## src/rtl/dmem_arbiter.sv

```systemverilog
`default_nettype none
// dmem_arbiter: round-robin sharing of the byte-lane data SRAM bank between the core
// load/store path and the loader, with fixed SETUP/STROBE/HOLD sequencing.
module dmem_arbiter #(
  parameter int WAIT = 2
) (
  input  logic        clk,
  input  logic        rst,
  input  logic        core_req,
  input  logic [7:0]  core_op,
  input  logic [31:0] core_addr,
  input  logic [31:0] core_wdata,
  output logic [31:0] core_rdata,
  output logic        core_ack,
  output logic        core_err,
  input  logic        ldr_req,
  input  logic        ldr_we,
  input  logic [31:0] ldr_addr,
  input  logic [31:0] ldr_wdata,
  output logic [31:0] ldr_rdata,
  output logic        ldr_ack,
  output logic [14:0] ram_addr,
  output logic [3:0]  ram_ce_n,
  output logic        ram_oe_n,
  output logic [3:0]  ram_we_n,
  output logic [31:0] ram_wdata,
  output logic        ram_wdata_oe,
  input  logic [31:0] ram_rdata
);

  typedef enum logic [2:0] {IDLE, SETUP, STROBE, HOLD, ERR} state_t;

  localparam logic [3:0] LAST = 4'(WAIT - 1);

  state_t      state;
  logic        prio_ldr;
  logic        sel_ldr;
  logic        is_wr;
  logic        is_signed;
  logic [1:0]  size;
  logic [1:0]  off;
  logic [3:0]  lanes;
  logic [3:0]  cnt;

  logic [7:0]  opz;
  logic        c_byte, c_half, c_word, c_wr, c_sgn, c_err;
  logic [3:0]  c_lanes;
  logic [31:0] c_wdata;
  logic [7:0]  rd_b;
  logic [15:0] rd_h;
  logic [31:0] rd_ext;
  logic        grant_core;
  logic        unused_bits;

  assign unused_bits = ^{core_addr[31:17], ldr_addr[31:17], ldr_addr[1:0]};
  assign opz         = ~core_op;
  assign grant_core  = core_req && (!ldr_req || !prio_ldr);

  // Decode of the active-low one-hot op into size, direction and lanes.
  always_comb begin
    c_byte  = opz[7] | opz[4] | opz[2];
    c_half  = opz[6] | opz[3] | opz[1];
    c_word  = opz[5] | opz[0];
    c_wr    = |opz[2:0];
    c_sgn   = opz[7] | opz[6];
    c_err   = ($countones(opz) != 1) || (c_half && core_addr[0]) ||
              (c_word && (core_addr[1:0] != 2'b00));
    c_lanes = 4'b1111;
    c_wdata = core_wdata;
    if (c_byte) begin
      c_lanes = 4'b0001 << core_addr[1:0];
      c_wdata = {4{core_wdata[7:0]}};
    end else if (c_half) begin
      c_lanes = core_addr[1] ? 4'b1100 : 4'b0011;
      c_wdata = {2{core_wdata[15:0]}};
    end
  end

  always_comb begin
    rd_b = ram_rdata[{off, 3'b000} +: 8];
    rd_h = off[1] ? ram_rdata[31:16] : ram_rdata[15:0];
    case (size)
      2'd0:    rd_ext = is_signed ? {{24{rd_b[7]}}, rd_b} : {24'b0, rd_b};
      2'd1:    rd_ext = is_signed ? {{16{rd_h[15]}}, rd_h} : {16'b0, rd_h};
      default: rd_ext = ram_rdata;
    endcase
  end

  always_ff @(posedge clk) begin
    if (rst) begin
      state        <= IDLE;
      prio_ldr     <= 1'b0;
      sel_ldr      <= 1'b0;
      is_wr        <= 1'b0;
      is_signed    <= 1'b0;
      size         <= 2'd0;
      off          <= 2'd0;
      lanes        <= 4'h0;
      cnt          <= 4'h0;
      ram_addr     <= 15'h0;
      ram_ce_n     <= 4'hF;
      ram_oe_n     <= 1'b1;
      ram_we_n     <= 4'hF;
      ram_wdata    <= 32'h0;
      ram_wdata_oe <= 1'b0;
      core_ack     <= 1'b0;
      core_err     <= 1'b0;
      ldr_ack      <= 1'b0;
      core_rdata   <= 32'h0;
      ldr_rdata    <= 32'h0;
    end else begin
      core_ack <= 1'b0;
      core_err <= 1'b0;
      ldr_ack  <= 1'b0;
      case (state)
        IDLE: begin
          if (grant_core) begin
            sel_ldr  <= 1'b0;
            prio_ldr <= 1'b1;
            if (c_err) begin
              state    <= ERR;
              core_ack <= 1'b1;
              core_err <= 1'b1;
            end else begin
              state        <= SETUP;
              is_wr        <= c_wr;
              is_signed    <= c_sgn;
              size         <= c_byte ? 2'd0 : (c_half ? 2'd1 : 2'd2);
              off          <= core_addr[1:0];
              lanes        <= c_lanes;
              ram_addr     <= core_addr[16:2];
              ram_wdata    <= c_wdata;
              ram_ce_n     <= ~c_lanes;
              ram_wdata_oe <= c_wr;
            end
          end else if (ldr_req) begin
            sel_ldr      <= 1'b1;
            prio_ldr     <= 1'b0;
            state        <= SETUP;
            is_wr        <= ldr_we;
            is_signed    <= 1'b0;
            size         <= 2'd2;
            off          <= 2'd0;
            lanes        <= 4'hF;
            ram_addr     <= ldr_addr[16:2];
            ram_wdata    <= ldr_wdata;
            ram_ce_n     <= 4'h0;
            ram_wdata_oe <= ldr_we;
          end
        end
        SETUP: begin
          state <= STROBE;
          cnt   <= 4'h0;
          if (is_wr) ram_we_n <= ~lanes;
          else       ram_oe_n <= 1'b0;
        end
        STROBE: begin
          // Read data is captured on the edge that ends the final strobe cycle.
          if (cnt == LAST) begin
            state    <= HOLD;
            ram_oe_n <= 1'b1;
            ram_we_n <= 4'hF;
            if (sel_ldr) begin
              ldr_ack <= 1'b1;
              if (!is_wr) ldr_rdata <= ram_rdata;
            end else begin
              core_ack <= 1'b1;
              if (!is_wr) core_rdata <= rd_ext;
            end
          end else begin
            cnt <= cnt + 4'd1;
          end
        end
        HOLD: begin
          state        <= IDLE;
          ram_ce_n     <= 4'hF;
          ram_wdata_oe <= 1'b0;
        end
        ERR:     state <= IDLE;
        default: state <= IDLE;
      endcase
    end
  end

endmodule
`default_nettype wire

```

## config.mk

```make
export PLATFORM = sky130hd
export DESIGN_NAME = dmem_arbiter
export DESIGN_NICKNAME = d
export VERILOG_FILES = /design/src/rtl/dmem_arbiter.sv
export SDC_FILE = /design/constraint.sdc
export NUM_CORES = 1
export LEC_CHECK = 0
export ABC_AREA = 1
export CORE_UTILIZATION = 39
export CTS_CLUSTER_SIZE = 40
export DETAILED_ROUTE_END_ITERATION = 6
export PLACE_DENSITY = 0.79
export SKIP_LAST_GASP = 1
export SLEW_MARGIN = 20
export SYNTH_ARGS = -nofsm -noshare
export SYNTH_HDL_FRONTEND = slang
export SYNTH_SLANG_ARGS = --single-unit
```

## constraint.sdc

```tcl
create_clock -name clk -period 4.4 [get_ports clk]
set_clock_uncertainty 0.05 [all_clocks]
set_input_delay 1.1 -clock clk [delete_from_list [all_inputs] [get_ports clk]]
set_output_delay 1.1 -clock clk [all_outputs]
set_load 0.005 [all_outputs]
```

# Word level (Yosys, flattened, before mapping)
# Cells that the tools add are included.
[totals]
register_bits = 143
latchBits = 0
mem_bits_rw = 0
mem_bits_ro = 0
in_bits = 173
out_inout_bits = 124
elab_cells = 142
n_memories = 0
[op_classes]
n_addsub = 8
mul = 0
div_mod_pow = 0
order_cmp = 0
eq_ne = 13
shifts = 2
muxes = 59
bitwise = 14
n_reduce_logical = 26
[ops]
columns = ["cell", "count"]
rows = [
  ["2-to-1 mux 32 bit", 7],
  ["case mux 32 bit (2 select lines)", 1],
  ["2-to-1 mux 4 bit", 12],
  ["2-to-1 mux 15 bit", 3],
  ["variable part select 32 x 6 -> 8 bit", 1],
  ["case mux 4 bit (2 select lines)", 3],
  ["2-to-1 mux 1 bit", 16],
  ["2-to-1 mux 16 bit", 1],
  ["2-to-1 mux 2 bit", 8],
  ["2-to-1 mux 3 bit", 4],
  ["AND reduction 3 bit", 4],
  ["!= test 2 bit, second input constant", 5],
  ["case mux 3 bit (3 select lines)", 1],
  ["adder 1 x 1 -> 2 bit", 4],
  ["inverter 4 bit", 2],
  ["inverter 8 bit", 1],
  ["AND reduction 4 bit", 2],
  ["nonzero test 2 bit", 4],
  ["adder 2 x 2 -> 3 bit", 2],
  ["equality test 3 x 2 -> 1 bit, second input constant", 2],
  ["!= test 3 bit, second input constant", 2],
  ["OR 1 bit", 6],
  ["case mux 1 bit (2 select lines)", 3],
  ["AND reduction 2 bit", 3],
  ["15 further kinds", 25],
]

# Longest topological paths before layout
# Gate-level depths: netlist of run 1.
[depth]
word_depth = 10
ltp_mapped = 18
depth_no_buf = 17

# Least setup slack after synthesis of run 1
# OpenSTA, ideal clock, no wires.
[synth_timing]
kind = "input to register"
start = "in core_op[0]"
end = "reg ram_wdata[2]"
setup_time_ps = 64
t_arrival_ps = 4280
required_time_ps = 4286
path_slack_ps = 6
cell_stages = 17
n_path_buf = 2
cell_sequence = "fa_1 > inv_1 > fa_1 > fa_1 > ha_1 > inv_1 > fa_1 > nand2_1 > nor2_1 > nand4_2 > o21ai_2 > nand2_2 > inv_2 > buf_6 > buf_6 > nor2_1 > nor2_1"
[synth_via]
elab_chain_len = 9
elab_cells_between_ends = 11
cone_classes = "add/sub: 3; eq/ne: 2; bitwise: 2; reduce/logical: 4"
[synth_rtl]
columns = ["item", "line_no", "text"]
rows = [
  ["start, declared", "10", "input logic [7:0] core_op,"],
  ["inverter 8 bit (*)", "56", "assign opz = ~core_op;"],
  ["adder 1 x 1 -> 2 bit (not written as such)", "66", "c_err = ($countones(opz) != 1) || (c_half && core_addr[0]) ||"],
  ["adder 2 x 2 -> 3 bit (not written as such)", "66", ""],
  ["adder 3 x 3 -> 4 bit (not written as such)", "66", ""],
  ["!= test 4 x 1 -> 1 bit", "66", ""],
  ["logical OR 1 bit", "66", ""],
  ["logical OR 1 bit (*)", "66", ""],
  ["!= test 2 bit (no source line) (*)", "--", ""],
  ["AND reduction 3 bit (no source line) (*)", "--", ""],
  ["end signal, assigned", "132", "ram_wdata <= c_wdata;"],
  ["end signal, assigned", "146", "ram_wdata <= ldr_wdata;"],
  ["end, declared", "26", "output logic [31:0] ram_wdata,"],
]
# Mark *: on every way between the ends. The rest lies on a longest branch, timed or not.
# A chain may end at the register's enable or synchronous reset.

# Final worst setup path of run 1
[layout_timing]
start = "in core_op[1]"
end = "reg ram_ce_n[1]"
[layout_via]
elab_chain_len = 9
elab_cells_between_ends = 17
cone_classes = "add/sub: 3; eq/ne: 2; mux: 5; bitwise: 3; reduce/logical: 4"
[layout_rtl]
columns = ["item", "line_no", "text"]
rows = [
  ["inverter 8 bit (*)", "56", ""],
  ["adder 1 x 1 -> 2 bit (not written as such)", "66", ""],
  ["adder 2 x 2 -> 3 bit (not written as such)", "66", ""],
  ["adder 3 x 3 -> 4 bit (not written as such)", "66", ""],
  ["!= test 4 x 1 -> 1 bit", "66", ""],
  ["logical OR 1 bit (2 in series)", "66", ""],
  ["!= test 3 bit (no source line)", "--", ""],
  ["AND reduction 3 bit (no source line)", "--", ""],
  ["end signal, assigned", "133", "ram_ce_n <= ~c_lanes;"],
  ["end, declared", "23", "output logic [3:0] ram_ce_n,"],
]
# Mark *: on every way between the ends. The rest lies on a longest branch, timed or not. The select of a mux whose other input is x is not followed.

==> qor.json, run 1 <==
{
  "outcome": "finished, final reports clean",
  "critical_path.cell_chain": "buf_6 > fa_1 > inv_2 > fa_1 > fa_1 > ha_2 > inv_2 > fa_2 > nand2_2 > nor2_4 > nand4_4 > buf_4 > buf_6 > nand2_2 > nand2_2 > nand2_4 > buf_6 > nand3_1 > nand3_1",
  "dp.final_hpwl_mm": 17.0,
  "antenna_cells": 0,
  "final_design_area_no_fill_um2": 10800,
  "synth_edf_count": 0,
  "detailedRoute.firstPassIterationCount": 5,
  "crit_slowest_cell": "fa_1",
  "grt_overflow": 0,
  "buffer_ports.inserted": 264,
  "worst_path_largest_cell_delay_ps": 550,
  "tritoncts_num_sinks": 143,
  "yosys_register_bits": 143,
  "cp.buffers_inverters": 6,
  "synthesis.area_um2": 7030,
  "synth_async_sr_flop_share": 0,
  "clkLatencyLatePin_ps": 420,
  "worstHoldPathCells": 2,
  "leakagePower_uw": 0.00465,
  "cts_tree": "yes",
  "core_area_um2": 17500,
  "pin_count_of_the_biggest_net_entering_global_routing": 65,
  "total_switching_power_uw": 1390,
  "period_needed_ps": 4400,
  "worst_path_dominant_cell_family": "adder cells",
  "number_of_max_cap_violations": 0,
  "global_route_wire_length_before_repair_mm": 35.2,
  "max_slew_margin": 0.526,
  "reg2reg_depth": 9,
  "class_of_the_tightest_hold_or_removal_check": "reg -> reg",
  "final_core_util": 0.619,
  "hold_violation_total_from_the_final_report": 0,
  "ff2ff_setup_slack_ps": 1740,
  "drt-initial-drc-count": 522,
  "synth_top_cells_by_count": "nand2_1 (338), dfxtp_1 (143), nor2_1 (136)",
  "sequential_to_total_area_share_from_yosys_stat": 0.407,
  "worst_ir_drop_vdd_mv": 0.307,
  "placedCellCount": 1526,
  "nNetsFinal": 1511,
  "post-synth-top-area-fraction": 0.407,
  "power_frac_seq": 0.357,
  "synth_cells": 1071,
  "wl_mm": 23.9,
  "min_delay_worst_endpoint": "ldr_rdata[14]$_SDFFE_PP0P_",
  "ioPinCount": 297,
  "grtUsageTotal": 0.246,
  "place_congestion": 0.927,
  "post_synthesis_cell_type_count": 30,
  "cts.reportedPaths.clkPinSlew_ps": 60,
  "drv_slew": 0,
  "setup_ws_ps": 3.13,
  "worst_ep_arrival_time_ps": 4690,
  "synth_flop_cell": "dfxtp_1",
  "critPathLaunchType": "input pin",
  "drive_gt1_frac": 0.0866,
  "worst_slew_pin_slew_ps": 711,
  "grt_antenna_before_repair": 0,
  "ant_nets": 0,
  "element_type_at_the_critical_path_end": "flip-flop",
  "post_synth.cell_area_avg_um2": 6.57,
  "avgRoutedWirePerCell_um": 15.3,
  "ys_warn_count": 0,
  "layout_overhead_on_the_synthesized_area_pct": 53.8,
  "p_clk_frac": 0.328,
  "power_density_nw_per_um2": 400,
  "grt_pass1_vias": 6962,
  "initial_utilization": 0.402,
  "worstSetupPathType": "in -> reg",
  "die_width_um": 136,
  "placed_area_um2": 9890,
  "timing.hold.worst.start": "ldr_rdata[14]$_SDFFE_PP0P_",
  "drc": 0,
  "fmaxAchievable_ghz": 0.227,
  "p_int_uw": 2940,
  "synthDominantAreaCellType": "dfxtp_1",
  "cts_root_buffer": "clkbuf_16",
  "period_share": 0.999,
  "dieArea_um2": 18600,
  "timing.final.setup_violations": 0,
  "detailroute.via_count": 7758,
  "place_ws_ps": -652,
  "crit_required_ps": 4690,
  "rsz0062_at_grt": "true",
  "clk_path_buf_depth": 2,
  "cts_hold_repair.buffers": 0,
  "synth_nets": 1254,
  "post-synth-top-count-cell": "nand2_1",
  "row_count": 48,
  "cts-buffers-inserted": 17,
  "worst_r2r_endpoint": "core_rdata[22]$_SDFFE_PP0P_",
  "synth_area_leaders": "dfxtp_1 (41%), nand2_1 (18%), nor2_1 (7.3%)",
  "swShare": 0.322,
  "path_max_fanout": 4,
  "timing.hold.ws_ps": 393,
  "die_h_um": 136,
  "worstReg2RegStart": "off[1]$_SDFFE_PP0P_",
  "pwr-share-comb": 0.314,
  "ctsHtreeMaxLevel": 4,
  "drt-vias-per-instance": 4.96,
  "final-instance-count-excl-fill": 1565
}
-- how the worst max path moves through the flow --
| stage | start | endpoint | slack, ps | depth (start not counted) |
|---|---|---|---|---|
| final | core_op[1] | ram_ce_n[1]$_SDFFE_PP1P_ | 3 | 19 |
| after global routing | core_op[1] | ram_ce_n[1]$_SDFFE_PP1P_ | -140 | 19 |
| after CTS | core_op[0] | ram_ce_n[1]$_SDFFE_PP1P_ | 20 | 18 |
| after detailed placement | core_op[0] | ram_ce_n[1]$_SDFFE_PP1P_ | -650 | 18 |
| after global placement | core_op[0] | ram_ce_n[0]$_SDFFE_PP1P_ | -590 | 18 |
| after floorplan | core_op[0] | ram_wdata[2]$_SDFFE_PP0P_ | 6 | 17 |
-- through the flow --
stage	total power, µW	setup TNS, ps
global placement	2730	-33740
global route	4560	-5520
detailed placement	2760	-37670
CTS	4190	0
floorplan	2180	0
finish	4330	0
-- registers in the layout (all words and copies together) (netlist names), 2 cells and up --
| name | cells |
|---|---|
| core_rdata | 32 |
| ldr_rdata | 32 |
| ram_wdata | 32 |
| ram_addr | 15 |
| cnt | 4 |
| lanes | 4 |
| ram_ce_n | 4 |
| ram_we_n | 4 |
| state | 3 |
| off | 2 |
| size | 2 |
-- cell families (layout without fill, tap and decap cells) --
| logic type | Yosys count | count (layout) | share of synthesized area |
|---|---|---|---|
| buffers and inverters | 158 | 427 | 0.0921 |
| AND/OR/NAND/NOR | 563 | 563 | 0.331 |
| flip-flops | 143 | 143 | 0.407 |
| adder cells (fa/ha/maj) | 10 | 10 | 0.0221 |
| AO/OA/AOI/OAI | 197 | 197 | 0.147 |
-- layout make-up --
| type | count | area [µm²] |
|---|---|---|
| Fill cell | 1588 | 6660 |
| Timing Repair Buffer | 295 | 3030 |
| Clock buffer | 19 | 433 |
| Tap cell | 225 | 282 |
| Multi-Input combinational cell | 770 | 3690 |
| Clock inverter | 12 | 135 |
| Inverter | 101 | 393 |
| Sequential cell | 143 | 2860 |
-- repair_timing --
action	4_1_cts	5_1_grt
cloned	0	6
buffers inserted	0	2
pin swaps	3	25
resized for setup	10	65
setup endpoints to repair	62	63
-- layout by cell type, fill, tap and decap left out, types with 2 or more instances in the layout --
master	count
nand2_1	330
clkdlybuf4s50_1	261
dfxtp_1	143
nor2_1	114
inv_1	93
o21ai_0	90
a21oi_1	83
nand3_1	42
nand3b_1	28
clkbuf_16	22
nor2_2	17
buf_4	15
nand2_2	8
o211ai_1	8
nor2_4	8
buf_6	8
inv_2	6
a41oi_1	5
o21ai_1	5
ha_1	5
nand2_4	4
nand4_1	4
nor3_1	4
clkinvlp_4	4
inv_6	4
clkinv_2	3
fa_1	3
buf_12	3
nand3_2	2
a31oi_1	2
clkbuf_1	2
bufinv_16	2
clkbuf_2	2
-- power groups by stage --
stage	logic (µW)	registers (µW)	clock network, µW
final	1360	1550	1420
after global routing	1490	1560	1510
after CTS	1210	1540	1440
after detailed placement	1190	1570	0
after global placement	1170	1560	0
after floorplan	632	1550	0
-- worst min-delay path: stages, from the launching register on --
cell     delay (ps)
dfxtp_1         300
inv_1            50
a21oi_1          50
-- layer usage --
metal  part of all wire  vias to the layer above  wire (µm)  GRT usage
met3              0.087                       36       2070     0.0820
met4              0.024                        0        576     0.0877
met2               0.48                      315      11500      0.411
li1                   -                     3918          -          -
met1               0.41                     3489       9770      0.292
met5                  0                        -          0          0
Power figures use the tool's default switching activity.
==> run 2, diff against run 1 <==
--- a/config.mk
+++ b/config.mk
@@ -6,6 +6,7 @@
 export NUM_CORES = 1
 export LEC_CHECK = 0
 export ABC_AREA = 1
+export CAP_MARGIN = 40
 export CORE_UTILIZATION = 39
 export CTS_CLUSTER_SIZE = 40
 export DETAILED_ROUTE_END_ITERATION = 6
==> qor.json, run 2 (synthesis gave the netlist of run 1 again) <==
{
  "outcome": "finished, final reports clean",
  "row_count": 48,
  "drc": 0,
  "cts_tree": "yes",
  "dp.final_hpwl_mm": 17.0,
  "drt-vias-per-instance": 4.97,
  "wl_mm": 23.9,
  "core_area_um2": 17500,
  "ctsHtreeMaxLevel": 4,
  "worst_ep_arrival_time_ps": 4660,
  "crit_required_ps": 4710,
  "cts_root_buffer": "clkbuf_16",
  "clk_path_buf_depth": 2,
  "ant_nets": 0,
  "detailedRoute.firstPassIterationCount": 5,
  "path_max_fanout": 6,
  "layout.cells.most_common_list": "nand2_1 (329), clkdlybuf4s50_1 (261), dfxtp_1 (143)",
  "element_type_at_the_critical_path_end": "flip-flop",
  "worst_ir_drop_vdd_mv": 0.310,
  "period_needed_ps": 4350,
  "critPathLaunchType": "input pin",
  "drive_gt1_frac": 0.0872,
  "die_width_um": 136,
  "rsz0062_at_grt": "true",
  "initial_utilization": 0.402,
  "period_share": 0.989,
  "leading_cell_type_in_the_layout_fill_and_taps_excluded": "nand2_1",
  "drt-initial-drc-count": 518,
  "grtUsageTotal": 0.245,
  "worst_slew_pin_slew_ps": 708,
  "setup_tns_ps": 0,
  "grt_overflow": 0,
  "ioPinCount": 297,
  "design_power_total_uw": 4290,
  "hold_violation_total_from_the_final_report": 0,
  "antenna_cells": 0,
  "drv_slew": 0,
  "number_of_max_cap_violations": 0,
  "tritoncts_num_sinks": 143,
  "grt_antenna_before_repair": 0,
  "power_density_nw_per_um2": 398,
  "dieArea_um2": 18600,
  "placed_area_um2": 9910,
  "clkLatencyLatePin_ps": 420,
  "cts.reportedPaths.clkPinSlew_ps": 60,
  "die_h_um": 136,
  "global_route_wire_length_before_repair_mm": 35.2,
  "final_design_area_no_fill_um2": 10800,
  "leakagePower_uw": 0.00465,
  "max_slew_margin": 0.527,
  "cts-buffers-inserted": 17,
  "pin_count_of_the_biggest_net_entering_global_routing": 59,
  "worstSetupPathType": "in -> reg",
  "place_congestion": 0.927,
  "grt_pass1_vias": 6945,
  "class_of_the_tightest_hold_or_removal_check": "reg -> reg",
  "nNetsFinal": 1512,
  "detailroute.via_count": 7787,
  "timing.final.setup_violations": 0,
  "fmaxAchievable_ghz": 0.230,
  "biggestRegsByFlops": "core_rdata x32, ldr_rdata x32, ram_wdata x32",
  "buffer_ports.inserted": 264,
  "layout_overhead_on_the_synthesized_area_pct": 53.2,
  "avgRoutedWirePerCell_um": 15.2
}
## run 2: cell types whose count changed in the layout (fill, tap and decap cells not counted), sizes merged
cell,change
inv,+4
clkbuf,-2
bufinv,-2
clkinvlp,-1
buf,+2
clkinv,+1
## run 2: cell type report
type                            count  area [µm²]
Clock buffer                       18         439
Clock inverter                     14         123
Fill cell                        1612        6700
Inverter                          101         393
Multi-Input combinational cell    770        3660
Sequential cell                   143        2860
Tap cell                          225         282
Timing Repair Buffer              296        3020
## run 2: worst paths after layout
path | from | end | slack [ps] | depth (start not counted)
min | ldr_rdata[14]$_SDFFE_PP0P_ | ldr_rdata[14]$_SDFFE_PP0P_ | 390 | 2
max reg2reg | off[1]$_SDFFE_PP0P_ | core_rdata[25]$_SDFFE_PP0P_ | 1760 | 9
max | core_op[3] | ram_wdata[15]$_SDFFE_PP0P_ | 50 | 17
min reg2reg | ldr_rdata[14]$_SDFFE_PP0P_ | ldr_rdata[14]$_SDFFE_PP0P_ | 390 | 2
## run 2: repair_timing
item | 4_1_cts | 5_1_grt
resized for setup | 10 | 57
gates cloned | 0 | 5
endpoints found under the setup margin | 62 | 63
pin swaps | 2 | 37
hold buffers | 0 | 0
setup buffers | 1 | 2
## run 2: metal layers
| metal | up-vias | GRT usage | routed length, µm |
|---|---|---|---|
| met2 | 331 | 0.412 | 11600 |
| met4 | 0 | 0.0988 | 593 |
| met3 | 46 | 0.0708 | 2050 |
| met1 | 3482 | 0.292 | 9640 |
| met5 | - | 0 | 0 |
| li1 | 3928 | - | - |
## run 2: power breakdown
group,total [µW],internal (µW),switching [µW]
combinational,1350,651,697
clock,1390,757,636
sequential,1550,1440,103
## run 2: critical path, stage by stage
cell,delay [ps]
buf_8,100
fa_1,550
inv_2,50
fa_1,470
fa_1,530
ha_2,190
inv_2,40
fa_2,540
nand2_2,60
nor2_4,100
nand4_4,110
o21ai_4,240
nand2_4,170
clkinv_8,130
clkbuf_16,160
nor2_1,40
nor2_1,80
## run 2: per-stage QoR
stage	cells	util	hold WS (ps)	setup WS (ps)
after floorplan	1071	-	387	5.88
final	1567	0.616	391	47.4
after global placement	1526	0.566	381	-589
after global routing	1567	0.616	405	-107
after CTS	1560	0.601	394	17.8
after detailed placement	1527	0.567	384	-641
